File: src/rtl/muldiv_seq.sv
// Iterative unsigned RV32M multiply/divide controller (MUL, MULHU, DIVU, REMU) driving the shared EXE adder.
// Optional build macro MULDIV_ZERO_BYPASS_EN: multiplies with a zero operand finish without iterating.
module muldiv_seq #(
  parameter int BITS  = 32,
  parameter int CNT_W = 6
) (
  input  logic            clk,
  input  logic            rst_n,
  input  logic            start,
  input  logic            flush,
  input  logic [1:0]      op,
  input  logic [BITS-1:0] rs1,
  input  logic [BITS-1:0] rs2,
  output logic [BITS-1:0] alu_a,
  output logic [1:0]      sel_a,
  output logic [BITS-1:0] alu_b,
  output logic [1:0]      sel_b,
  input  logic [BITS-1:0] add_sum,
  input  logic            add_co,
  output logic            busy,
  output logic            done,
  output logic [BITS-1:0] result
);

  typedef enum logic [1:0] {IDLE, MUL_IT, DIV_IT, FIN} state_t;

  localparam logic [1:0] OP_MULHU = 2'b01;
  localparam logic [1:0] OP_DIVU  = 2'b10;
  localparam logic [1:0] OP_REMU  = 2'b11;
  localparam logic [1:0] SEL_PASS = 2'b00;
  localparam logic [1:0] SEL_NEG  = 2'b01;
  localparam logic [1:0] SEL_ZERO = 2'b11;
  localparam logic [CNT_W-1:0] CNT_LAST = CNT_W'(BITS - 1);

  state_t           state, state_nxt;
  logic [1:0]       op_q;
  logic [BITS-1:0]  m, d, p, q, r;
  logic [CNT_W-1:0] cnt;

  logic             last;
  logic             mul_zero;
  logic             div_ok;
  logic [BITS-1:0]  rem_sh;
  logic [BITS-1:0]  p_it, q_mul_it, r_it, q_div_it;

`ifdef MULDIV_ZERO_BYPASS_EN
  assign mul_zero = (rs1 == '0) || (rs2 == '0);
`else
  assign mul_zero = 1'b0;
`endif

  assign last = (cnt == CNT_LAST);

  // Shift-add multiply: the adder carry becomes the new top bit of P.
  assign p_it     = {add_co, add_sum[BITS-1:1]};
  assign q_mul_it = {add_sum[0], q[BITS-1:1]};

  // Restoring divide: a bit shifted out of R means the trial subtract always fits.
  assign rem_sh   = {r[BITS-2:0], q[BITS-1]};
  assign div_ok   = add_co | r[BITS-1];
  assign r_it     = div_ok ? add_sum : rem_sh;
  assign q_div_it = {q[BITS-2:0], div_ok};

  always_ff @(posedge clk or negedge rst_n) begin
    if (!rst_n) state <= IDLE;
    else        state <= state_nxt;
  end

  always_comb begin
    state_nxt = state;
    alu_a     = '0;
    sel_a     = SEL_ZERO;
    alu_b     = '0;
    sel_b     = SEL_ZERO;
    busy      = 1'b0;
    done      = 1'b0;
    case (state)
      IDLE: begin
        if (start) begin
          if (!op[1]) state_nxt = mul_zero ? FIN : MUL_IT;
          else        state_nxt = (rs2 == '0) ? FIN : DIV_IT;
        end
      end
      MUL_IT: begin
        busy  = 1'b1;
        alu_a = p;
        sel_a = SEL_PASS;
        alu_b = m;
        sel_b = q[0] ? SEL_PASS : SEL_ZERO;
        if (last) state_nxt = FIN;
      end
      DIV_IT: begin
        busy  = 1'b1;
        alu_a = rem_sh;
        sel_a = SEL_PASS;
        alu_b = d;
        sel_b = SEL_NEG;
        if (last) state_nxt = FIN;
      end
      FIN: begin
        done      = 1'b1;
        state_nxt = IDLE;
      end
      default: state_nxt = IDLE;
    endcase
    if (flush) state_nxt = IDLE;
  end

  always_ff @(posedge clk or negedge rst_n) begin
    if (!rst_n) begin
      op_q   <= '0;
      m      <= '0;
      d      <= '0;
      p      <= '0;
      q      <= '0;
      r      <= '0;
      cnt    <= '0;
      result <= '0;
    end else if (!flush) begin
      case (state)
        IDLE: begin
          if (start) begin
            op_q <= op;
            cnt  <= '0;
            if (!op[1]) begin
              m <= rs1;
              q <= rs2;
              p <= '0;
              if (mul_zero) result <= '0;
            end else begin
              d <= rs2;
              q <= rs1;
              r <= '0;
              if (rs2 == '0) result <= (op == OP_DIVU) ? '1 : rs1;
            end
          end
        end
        MUL_IT: begin
          p   <= p_it;
          q   <= q_mul_it;
          cnt <= cnt + CNT_W'(1);
          if (last) result <= (op_q == OP_MULHU) ? p_it : q_mul_it;
        end
        DIV_IT: begin
          r   <= r_it;
          q   <= q_div_it;
          cnt <= cnt + CNT_W'(1);
          if (last) result <= (op_q == OP_REMU) ? r_it : q_div_it;
        end
        default: ;
      endcase
    end
  end

endmodule

File: config.mk
export PLATFORM = sky130hd
export DESIGN_NAME = muldiv_seq
export DESIGN_NICKNAME = d
export VERILOG_FILES = /design/src/rtl/muldiv_seq.sv
export SDC_FILE = /design/constraint.sdc
export NUM_CORES = 1
export LEC_CHECK = 0
export CAP_MARGIN = 0
export CORE_ASPECT_RATIO = 0.9
export CORE_UTILIZATION = 30
export CTS_CLUSTER_DIAMETER = 50
export CTS_CLUSTER_SIZE = 20
export DETAILED_ROUTE_END_ITERATION = 10
export PLACE_DENSITY_LB_ADDON = 0.12
export SLEW_MARGIN = 5
export SYNTH_ARGS = -nofsm -noshare
export SYNTH_HDL_FRONTEND = slang
export SYNTH_SLANG_ARGS = --single-unit
export TNS_END_PERCENT = 100
File: constraint.sdc
create_clock -name clk -period 5.61 [get_ports clk]
set_input_delay 0.561 -clock clk [delete_from_list [all_inputs] [get_ports clk]]
set_output_delay 0.561 -clock clk [all_outputs]
set_load 0.05 [all_outputs]
Word-level counts from Yosys, hierarchy flattened
Index checks and enable logic that the tools add are counted.
{ "totals": {"register_bits": 202, "elab_cells": 78, "output_inout_bits": 102, "input_bits": 103} }
{ "classes": {"add_sub_neg": 1, "n_reduce_logical": 16, "muxes": 34, "eq_ne": 15, "bitwise_logic": 3} }
{ "ops": {"columns": ["cell", "n"], "rows": [
  ["$mux 32", 15],
  ["$pmux 32 s2", 4],
  ["$pmux 32 s3", 2],
  ["$logic_not 32->1", 1],
  ["$reduce_and 4->1", 4],
  ["$mux 2", 6],
  ["$ne 2x2->1 const B", 6],
  ["$pmux 6 s2", 1],
  ["$reduce_and 3->1", 3],
  ["$eq 2x2->1 const B", 4],
  ["$reduce_and 7->1", 1],
  ["$add 6x1->6 const B", 1],
  ["$eq 6x5->1 const B", 1],
  ["$mux 6", 1],
  ["$pmux 2 s3", 1],
  ["$reduce_bool 2->1", 3],
  ["$eq 2x1->1 const B", 2],
  ["$pmux 2 s2", 1],
  ["$mux 1", 3],
  ["$ne 3x1->1 const B", 1],
  ["$ne 3x3->1 const B", 1],
  ["$reduce_bool 3->1", 1],
  ["$logic_not 2->1", 1],
  ["$not 1->1", 2],
  ["3 further kinds", 3]
]} }

Logic depth before layout (Yosys ltp)
{ "logic_depth": {"ltp_word": 6, "ltp_mapped": 10, "depth_no_buf": 7} }

Worst setup path after synthesis
No wires, ideal clock.
{ "synth_path": {"path_kind": "register to output", "startpoint": "register state[0]", "endpoint": "output alu_a[22]", "path_stages_with_launch": 8, "path_slack_ns": 2.280, "required_ns": 5.049, "t_arrival_ns": 2.769, "n_path_buf": 3, "cell_sequence": "dfrtp_1 -> inv_1 -> ha_1 -> buf_2 -> inv_2 -> clkbuf_1 -> buf_1 -> nor2_1"} }
{ "synth_via": {"elab_chain_len": 2, "elab_cells_between_ends": 3, "classes_between": "eq/ne (2); mux (1)"} }
{ "synth_lines": {"columns": ["element", "line", "rtl"], "rows": [
  ["from (decl)", "35", "state_t state, state_nxt;"],
  ["from (signal assigned)", "66", "else state <= state_nxt;"],
  ["$eq 2x2->1 or $eq 2x1->1 (tied branches)", "77", "case (state)"],
  ["$pmux 32 s2 *", "77", null],
  ["to (decl)", "14", "output logic [BITS-1:0] alu_a,"]
]} }
Every way passes the cells marked *; elsewhere a longest branch is shown, timed or not.

Final worst setup path
{ "layout_path": {"startpoint": "register state[0]", "endpoint": "output alu_a[1]"} }
The elaborated chain is that of the path after synthesis.

==> flow_metrics.tcl <==
set metrics [dict create \
    max_freq_mhz 254 \
    p_per_area_nw_per_um2 604 \
    floorplan.initialDensity 0.308 \
    detailroute.via_count 9745 \
    detail_route.wirelength_microns 40400 \
    cts_post_setup_buffers_inserted 0 \
    ys_seq_elements 202 \
    path_delay_family "buffers and inverters" \
    dp_hpwl_microns 28000 \
    clk_root_buffer_cell "sky130_fd_sc_hd__clkbuf_16" \
    cpMaxStageDelayCell "sky130_fd_sc_hd__clkdlybuf4s50_1" \
    number_of_global_route_vias_before_repair 9584 \
    rsz0062_at_grt "false" \
    final.hold.worst_slack_ps 154 \
    fp.dieH_microns 188 \
    count_of_antenna_violating_nets_left_after_detailed_routing 0 \
    tritoncts_num_sinks 202 \
    layout.nets 1459 \
    wire_per_inst_microns 21.7 \
    routabilityCongestion 0.805 \
    cts.path.max_buffers 3 \
    clock_pin_slew_of_the_registers_on_the_worst_case_setup_and_hold_paths_ps 50 \
    buffer_ports.inserted 204 \
    core-area_sq_um 37600 \
    insertion_delay_ps 520 \
    drc 0 \
    synth_largest_area_cell "sky130_fd_sc_hd__dfrtp_1" \
    drtPass1Iterations 5 \
    vias_per_cell 5.24 \
    globalRoute.totalOverflow 0 \
    run_status "finished clean" \
    ff_latch_area_sq_um 5050 \
    worst-endpoint-arrival_ps 3370 \
    cts_max_level 2 \
    floorplan.io_pins 205 \
    netlist_top_cells_area "sky130_fd_sc_hd__dfrtp_1 (44%), sky130_fd_sc_hd__mux2_1 (8.8%), sky130_fd_sc_hd__nand2_1 (5.7%)" \
    total_leakage_power_uw 0.00625 \
    timing.slew.headroom 0.204 \
    totalNegativeSetupSlack_ps 0 \
    fillCellCount 3768 \
    post_cts.resized_instances 0 \
    antenna_violations_before_repair 1 \
    grt_first_pass_wirelength_microns 62000 \
    synth.net_count 1310 \
    cts_tree "yes" \
    synth_cell_types 41 \
    num_rows 67 \
    finalSetupViolations 0 \
    critPathMaxStageDelay_ps 820 \
    die_boundary_width_microns 209 \
    grt_start_max_net_pins 111 \
    multiInputGateArea_sq_um 6010 \
    sort_of_element_at_the_start_of_the_critical_path "flop" \
    worst_ir_drop_vdd_v 0.000356 \
    ys_seq_area_frac 0.438 \
    clock-skew-final_ps 19.0 \
    area_growth_pct 31.4 \
    die-area_sq_um 39300 \
    syn-mean-instance-area_sq_um 9.62 \
    synth_largest_type_area_fraction 0.438 \
    layout_worst_path_cycle_share 0.701 \
    post_route_cells_drive_above_1_share 0.131 \
    worst_hold_path_type "in -> async" \
    period_minus_slack_ps 3930 \
    antenna_cells_inserted 0 \
    cap_viol_max_count 0 \
    kind_of_end_point_of_the_critical_path "primary output" \
    drt-initial-drc-count 725 \
    finalHoldViolations 0 \
    cts_inserted_buffers 37 \
    cell_count_after_synthesis 1201 \
    synth_warnings 0 \
    mappedNetlistArea_sq_um 11500 \
    totalPowerFinal_uw 9160 \
    count_of_final_max_slew_check_failures 0 \
    worst_pin_slew_ps 1190 \
    critPathRequiredTime_ps 5050 \
    cts.hold.buffers_added 0 \
    crit_path_cell_trace "inv_1 > ha_4 > buf_12 > a22oi_1 > nor2_1 > clkdlybuf4s50_1" \
    cp_max_fo 87 \
    timing.setup.critical_path_class "reg -> out" \
    groute.usage.overall 0.206 \
    path_buf_inv 3 \
]
[metal layers]
| metal | vias up | wire, microns | part of all wire | GRT usage |
|---|---|---|---|---|
| met5 | - | 0 | 0 | 0 |
| met4 | 0 | 591 | 0.015 | 0.0447 |
| met3 | 41 | 2160 | 0.053 | 0.0373 |
| met2 | 279 | 15800 | 0.39 | 0.271 |
| met1 | 4791 | 21900 | 0.54 | 0.336 |
| li1 | 4634 | - | - | - |
[layout make-up]
class                      count  area share
clock buffer                  52      0.0748
clock inverter                12     0.00998
inverter                       6     0.00165
multi-input combinational    880       0.396
sequential                   202       0.333
tap                          483      0.0398
timing repair buffer         223       0.145
[placed cells by master (no fill, tap or decap), drive strengths merged, types with 35 or more instances in the layout]
| master | synthesis | routed |
|---|---|---|
| a22oi | 64 | 64 |
| mux2 | 162 | 162 |
| nand3 | 35 | 35 |
| o21ai | 43 | 43 |
| nand2 | 176 | 176 |
| nor2 | 101 | 101 |
| clkbuf | 65 | 53 |
| dfrtp | 202 | 202 |
| a21oi | 70 | 70 |
| clkdlybuf4s50 | 0 | 202 |
[where the power goes]
| part | switching, uW | internal (uW) | total (uW) | leakage, uW |
|---|---|---|---|---|
| clock | 766 | 1540 | 2300 | 0.000633 |
| combinational | 2690 | 1600 | 4280 | 0.00306 |
| sequential | 502 | 2070 | 2580 | 0.00256 |
[cells by family after synthesis]
family,Yosys count,share of synthesized area
and+or+nand+nor,400,0.154
AOI/OAI and AO/OA,311,0.186
DFF,202,0.438
muxes,163,0.169
buffers and inverters,119,0.0471
adders and majority gates,6,0.00650
[metrics by stage]
step | instance area [sq um] | setup slack (ps) | instances | util
finish | 15200 | 1680 | 1858 | 0.404
global route | 15200 | 1470 | 1858 | 0.404
global placement | 13900 | 2260 | 1794 | 0.370
detailed placement | 13900 | 2190 | 1794 | 0.370
CTS | 15200 | 1650 | 1858 | 0.404
floorplan | 11500 | 2280 | 1201 | -
[flip-flops by register name (all words and copies together) (netlist names)]
register and count:
cnt 6, d 32, m 32, op_q 2, p 32, q 32, r 32, result 32
state 2
[worst paths after layout]
kind	startpoint	endpoint	slack, ps	depth (start not counted)
worst max register to register	state[0]$_DFFE_PN0P_	result[31]$_DFFE_PN0P_	2490	6
worst min-delay path	rst_n	d[27]$_DFFE_PN0P_	150	1
max in group asynchronous	rst_n	m[19]$_DFFE_PN0P_	4160	2
worst min register to register	p[23]$_DFFE_PN0P_	p[23]$_DFFE_PN0P_	480	2
worst max-delay path	state[0]$_DFFE_PN0P_	alu_a[1]	1680	6
min in group clk	p[23]$_DFFE_PN0P_	p[23]$_DFFE_PN0P_	480	2
[cells in the mapped netlist]
cell type	number
sky130_fd_sc_hd__mux2_4	30
sky130_fd_sc_hd__a21o_1	2
sky130_fd_sc_hd__nor2b_1	33
sky130_fd_sc_hd__inv_2	1
sky130_fd_sc_hd__mux2_1	90
sky130_fd_sc_hd__a21oi_1	70
sky130_fd_sc_hd__mux2i_1	1
sky130_fd_sc_hd__a221oi_1	31
sky130_fd_sc_hd__or3_1	1
sky130_fd_sc_hd__o22a_1	1
sky130_fd_sc_hd__a22o_1	3
sky130_fd_sc_hd__buf_6	8
sky130_fd_sc_hd__a22oi_1	64
sky130_fd_sc_hd__o211ai_2	1
sky130_fd_sc_hd__nor2_2	1
sky130_fd_sc_hd__ha_1	6
sky130_fd_sc_hd__a211oi_1	32
sky130_fd_sc_hd__o31ai_1	21
sky130_fd_sc_hd__o31ai_2	10
sky130_fd_sc_hd__nor4_1	7
sky130_fd_sc_hd__nand3_1	35
sky130_fd_sc_hd__o21ai_1	7
sky130_fd_sc_hd__o21ai_0	36
sky130_fd_sc_hd__nand2b_1	34
sky130_fd_sc_hd__clkbuf_1	65
sky130_fd_sc_hd__nor3_1	4
sky130_fd_sc_hd__nand4b_1	1
sky130_fd_sc_hd__nand3b_1	2
sky130_fd_sc_hd__dfrtp_1	202
sky130_fd_sc_hd__o211ai_1	33
sky130_fd_sc_hd__nor3_2	1
sky130_fd_sc_hd__nor4_2	1
sky130_fd_sc_hd__mux2_2	42
sky130_fd_sc_hd__nand4_1	2
sky130_fd_sc_hd__buf_1	12
sky130_fd_sc_hd__nor2_1	100
sky130_fd_sc_hd__nand2_1	176
sky130_fd_sc_hd__buf_4	1
sky130_fd_sc_hd__buf_2	27
sky130_fd_sc_hd__inv_1	5
sky130_fd_sc_hd__or2_2	2
No activity file was read; power rests on OpenSTA's default activity.
==> variant 1: new RTL, same settings <==
The option `MULDIV_ZERO_BYPASS_EN` is turned on by a define.
--- a/src/rtl/muldiv_seq.sv
+++ b/src/rtl/muldiv_seq.sv
@@ -1,4 +1,6 @@
 // Iterative unsigned RV32M multiply/divide controller (MUL, MULHU, DIVU, REMU) driving the shared EXE adder.
 // Optional build macro MULDIV_ZERO_BYPASS_EN: multiplies with a zero operand finish without iterating.
+`define MULDIV_ZERO_BYPASS_EN
+
 module muldiv_seq #(
   parameter int BITS  = 32,
Formal check against the unedited RTL: not equivalent (a bounded check fails within 4 cycles, from zero or initial values and one cycle with rst_n low).
==> variant 1 against the unedited design <==
- fmax down 1.1%
- largest power group unchanged
- utilization shrank 0.17 points
- final area down 0.87%
- wire length decreased by 0.29%
- synthesized area shrank 0.80%
- critical path depth unchanged
- largest cell class unchanged
- power down 7.1%
- global-route usage increased by 0.21 points
- sequential cell count is the same
- die area is 0.79% lower
- setup slack worse by 42 ps
- synthesized cell count shrank 8.4%
- sequential share of layout area increased by 0.29 points
==> variant 1: results <==
group,metric,value,unit
run_status,outcome,"finished clean",
placed_design,dp_slack,2100,ps
clock_network,post-cts-setup-buffers,0,
synth,yosys-top-cells-area,"dfrtp_1 44%, mux2_2 8.7%, a22oi_1 4.3%",
global_routing,met2_usage,0.281,
placed_design,dpl.cell_count,1702,
sta,slew_headroom,0.252,
power,netSwitchingFraction,0.424,
power,peakVddDrop,339,uV
worst_setup_path,r2r_cells,7,
global_routing,grt_util_met1,0.340,
routing,first_iter_violations,602,
final_layout,drive_gt1_frac,0.188,
synth,seq_area_frac_synth,0.441,
synth,synth.distinct_cells,50,
worst_setup_path,r2r_slack,2460,ps
placed_design,dpl_cell_area,13900,sq um
synth,synthAdderAreaFrac,0.00655,
placed_design,portBuffers,204,
synth,synthMuxAreaShare,0.166,
synth,synthCells,1100,
sta,fin_worst_skew,15.5,ps
clock_network,cts_buffers,36,
synth,syn-num-nets,1209,
global_routing,grt_pass1_vias,9691,
final_layout,nFillCells,3663,
placed_design,gp_congestion,0.788,
worst_setup_path,crit_fanout,42,
power,p_leak,6.04,nW
worst_setup_path,arrival,3410,ps
synth,synthTopCellsByCount,"202 x dfrtp_1, 98 x nand2_1, 89 x mux2_2, 70 x clkbuf_1, 67 x nor2_1",
routing,routedWlPerCell,22.8,um
routing,vias,9508,
global_routing,grtUsageTotal,0.208,
final_layout,nets,1366,
global_routing,grt_pass1_wl,62.9,mm
hold_path,min-delay-path-class,"in2async",
sta,fin_hold_ws,110,ps
global_routing,grtUsageMet3,0.0309,
synth,synth-xor-area-share,0,
variant 1: power groups by stage:
stage          sequential [mW]  combinational, mW  clock [mW]
2_1_floorplan             2.70               2.42           0
3_3_place_gp              2.55               3.81           0
3_5_place_dp              2.55               3.84           0
4_1_cts                   2.54               3.84        2.20
5_1_grt                   2.63               4.13        2.27
6_report                  2.54               3.81        2.16
variant 1: metal layers:
layer / wire (um) / part of all wire
met5: 0 / 0
met4: 580 / 0.014
met3: 1990 / 0.049
met2: 16000 / 0.40
met1: 21700 / 0.54
variant 1: worst max-delay path by stage:
stage           endpoint  slack (ps)  depth (start not counted)
6_report       alu_a[17]        1640                          6
5_1_grt        alu_b[21]        1460                          6
4_1_cts         sel_b[0]        1580                          6
3_5_place_dp    sel_b[0]        2100                          6
3_3_place_gp    sel_b[0]        2130                          6
2_1_floorplan   sel_b[0]        2450                          5
variant 1: layout make-up:
| class | count | area (sq um) | share of cell area |
|---|---|---|---|
| diodes | 1 | 2.50 | 0.000166 |
| clock buffers | 45 | 985 | 0.0655 |
| clock inverters | 15 | 193 | 0.0128 |
| inverters | 7 | 27.5 | 0.00183 |
| multi-input cells | 785 | 5960 | 0.397 |
| flip-flops and latches | 202 | 5050 | 0.336 |
| well taps | 483 | 604 | 0.0402 |
| repair buffers | 225 | 2210 | 0.147 |
variant 1: critical path, delay by kind of cell, from the launching register on:
kind                     cells  cell delay (ps)
flip-flops                   1              430
AND/OR/NAND/NOR              1              130
adder cells (fa/ha/maj)      1              340
buffers and inverters        4             1980
==> variant 2: new RTL, same flow settings <==
Without the edit above. Register the output `alu_a`, cleared by the reset; this adds one clock of latency there. The other outputs are not delayed to match.
--- a/src/rtl/muldiv_seq.sv
+++ b/src/rtl/muldiv_seq.sv
@@ -32,4 +32,6 @@
   localparam logic [1:0] SEL_ZERO = 2'b11;
   localparam logic [CNT_W-1:0] CNT_LAST = CNT_W'(BITS - 1);
+
+  logic [BITS-1:0] alu_a_d;
 
   state_t           state, state_nxt;
@@ -69,5 +71,5 @@
   always_comb begin
     state_nxt = state;
-    alu_a     = '0;
+    alu_a_d   = '0;
     sel_a     = SEL_ZERO;
     alu_b     = '0;
@@ -84,5 +86,5 @@
       MUL_IT: begin
         busy  = 1'b1;
-        alu_a = p;
+        alu_a_d = p;
         sel_a = SEL_PASS;
         alu_b = m;
@@ -92,5 +94,5 @@
       DIV_IT: begin
         busy  = 1'b1;
-        alu_a = rem_sh;
+        alu_a_d = rem_sh;
         sel_a = SEL_PASS;
         alu_b = d;
@@ -153,4 +155,12 @@
   end
 
+  always_ff @(posedge clk or negedge rst_n) begin
+    if (!rst_n) begin
+      alu_a <= '0;
+    end else begin
+      alu_a <= alu_a_d;
+    end
+  end
+
 endmodule
 
Formal check against the unedited RTL: not equivalent (Yosys sat finds a counterexample within 4 cycles, from zero or initial values and one cycle with rst_n low).
==> variant 2 against the unedited design <==
- final area grew 2.2%
- setup slack lost 400 ps
- power grew 0.86%
- wire length shrank 0.85%
- combinational power shrank 8.6%
- non-clock buffer count shrank 3
- first-iteration DRC count shrank 17%
- synthesized area grew 2.2%
- die area grew 2.2%
- synthesized cell count shrank 3.5%
- sequential cell count grew 32
- critical endpoint is now alu_b[21]
==> variant 2: results <==
group,metric,value,unit
global_routing,grt_pass1_vias,9538,
synth,synthFlopType,"dfrtp_1",
clock_network,clkSlewWorstSetupHoldPaths,50,ps
final_layout,drive_gt1_frac,0.118,
placed_design,gp_congestion,0.802,
hold_path,min-delay-path-class,"in2async",
synth,seq_area_frac_synth,0.496,
synth,async_reset_ff_frac,1.00,
worst_setup_path,arrival,3770,ps
synth,yosys-top-cells-area,"dfrtp_1 50%, mux2i_1 8.3%, mux2_2 6.3%",
routing,vias,9594,
routing,dr.pass1.iters,6,
power,p_leak,6.49,nW
global_routing,grt_max_degree,150,
sta,fin_hold_ws,22.1,ps
worst_setup_path,slowest_stage,"clkdlybuf4s50_1",
clock_network,cts_buffer_depth,3,
routing,first_iter_violations,602,
synth,synthTopCellsByCount,"234 x dfrtp_1, 107 x nand2_1, 102 x o21ai_0, 98 x mux2i_1, 71 x nor2_1",
final_layout,diodes,0,
power,netSwitchingFraction,0.423,
clock_network,cts_buffers,36,
clock_network,post-cts-setup-buffers,0,
worst_setup_path,r2r_slack,2340,ps
sta,fin_setup_tns,0,ps
final_layout,nFillCells,3786,
synth,syn-num-nets,1268,
synth,synth.distinct_cells,40,
sta,fin_worst_skew,17.7,ps
global_routing,grtUsageTotal,0.200,
synth,yosysWarnings,0,
worst_setup_path,crit_fanout,49,
global_routing,antenna_found_initial,1,
worst_setup_path,cpPeakStageDelay,840,ps
sta,final_max_slew_viol_count,0,
run_status,outcome,"finished clean",
power,peakVddDrop,352,uV
global_routing,grt_pass1_wl,61.5,mm
sta,worst_slew_pin_slew,1050,ps
placed_design,dp_hpwl,27.0,mm
routing,routedWlPerCell,21.5,um
final_layout,nets,1418,
variant 2: cell count changes in the layout (fill, tap and decap cells not counted), sizes merged, moves of 35 or more:
| cell | delta |
|---|---|
| inv | +35 |
| mux2i | +97 |
| o21ai | +62 |
| nand2 | -69 |
| mux2 | -96 |
variant 2: area by class of cell:
cell class / count / area share
Tap cell: 525 / 0.0424
Clock buffer: 42 / 0.0616
Inverter: 37 / 0.00904
Sequential cell: 234 / 0.378
Clock inverter: 21 / 0.0207
Timing Repair Buffer: 220 / 0.140
Multi-Input combinational cell: 780 / 0.348
variant 2: path summary, 6_finish.rpt:
kind,startpoint,endpoint
setup / recovery,state[0]$_DFFE_PN0P_,alu_b[21]
hold / removal,rst_n,m[2]$_DFFE_PN0P_
setup reg to reg,state[0]$_DFFE_PN0P_,q[8]$_DFFE_PN0P_
hold reg to reg,p[3]$_DFFE_PN0P_,p[3]$_DFFE_PN0P_
max in group asynchronous,rst_n,alu_a[25]$_DFF_PN0_
min in group clk,p[3]$_DFFE_PN0P_,p[3]$_DFFE_PN0P_
variant 2: power groups by stage:
stage                     Combinational, mW  Clock [mW]  Sequential [mW]
final                                  3.91        2.38             2.95
after global routing                   4.25        2.51             3.03
after CTS                              3.94        2.44             2.94
after detailed placement               3.93           0             2.96
after global placement                 3.91           0             2.95
after floorplan                        2.42           0             3.15
variant 2: cell families after synthesis:
group                    after synthesis  synth area share
AND/OR/NAND/NOR                      238            0.0898
adder cells (fa/ha/maj)                6           0.00636
flip-flops                           234             0.496
buffers and inverters                145            0.0507
AO/OA/AOI/OAI                        372             0.211
multiplexers                         164             0.146
variant 2: through the flow:
step / std cells / worst slack, ps / cell area [sq um] / power [mW]
floorplan: 1159 / 2300 / 11800 / 5.57
global route: 1859 / 1130 / 15500 / 9.79
CTS: 1859 / 1270 / 15500 / 9.32
detailed placement: 1796 / 1830 / 14200 / 6.90
finish: 1859 / 1280 / 15500 / 9.24
global placement: 1796 / 1890 / 14200 / 6.85
variant 2: worst max-delay path: cells and delay by family (launching register included):
family,cells,cell delay [ps]
buffers and inverters,3,1770
adder cells (fa/ha/maj),1,680
flip-flops,1,420
AND/OR/NAND/NOR,1,350
variant 2: routing by layer:
metal / track usage / vias up / routed length (um)
met1: 0.315 / 4741 / 20500
met3: 0.0284 / 54 / 1940
li1: - / 4533 / -
met4: 0.0513 / 0 / 847
met5: 0 / - / 0
met2: 0.282 / 266 / 16800
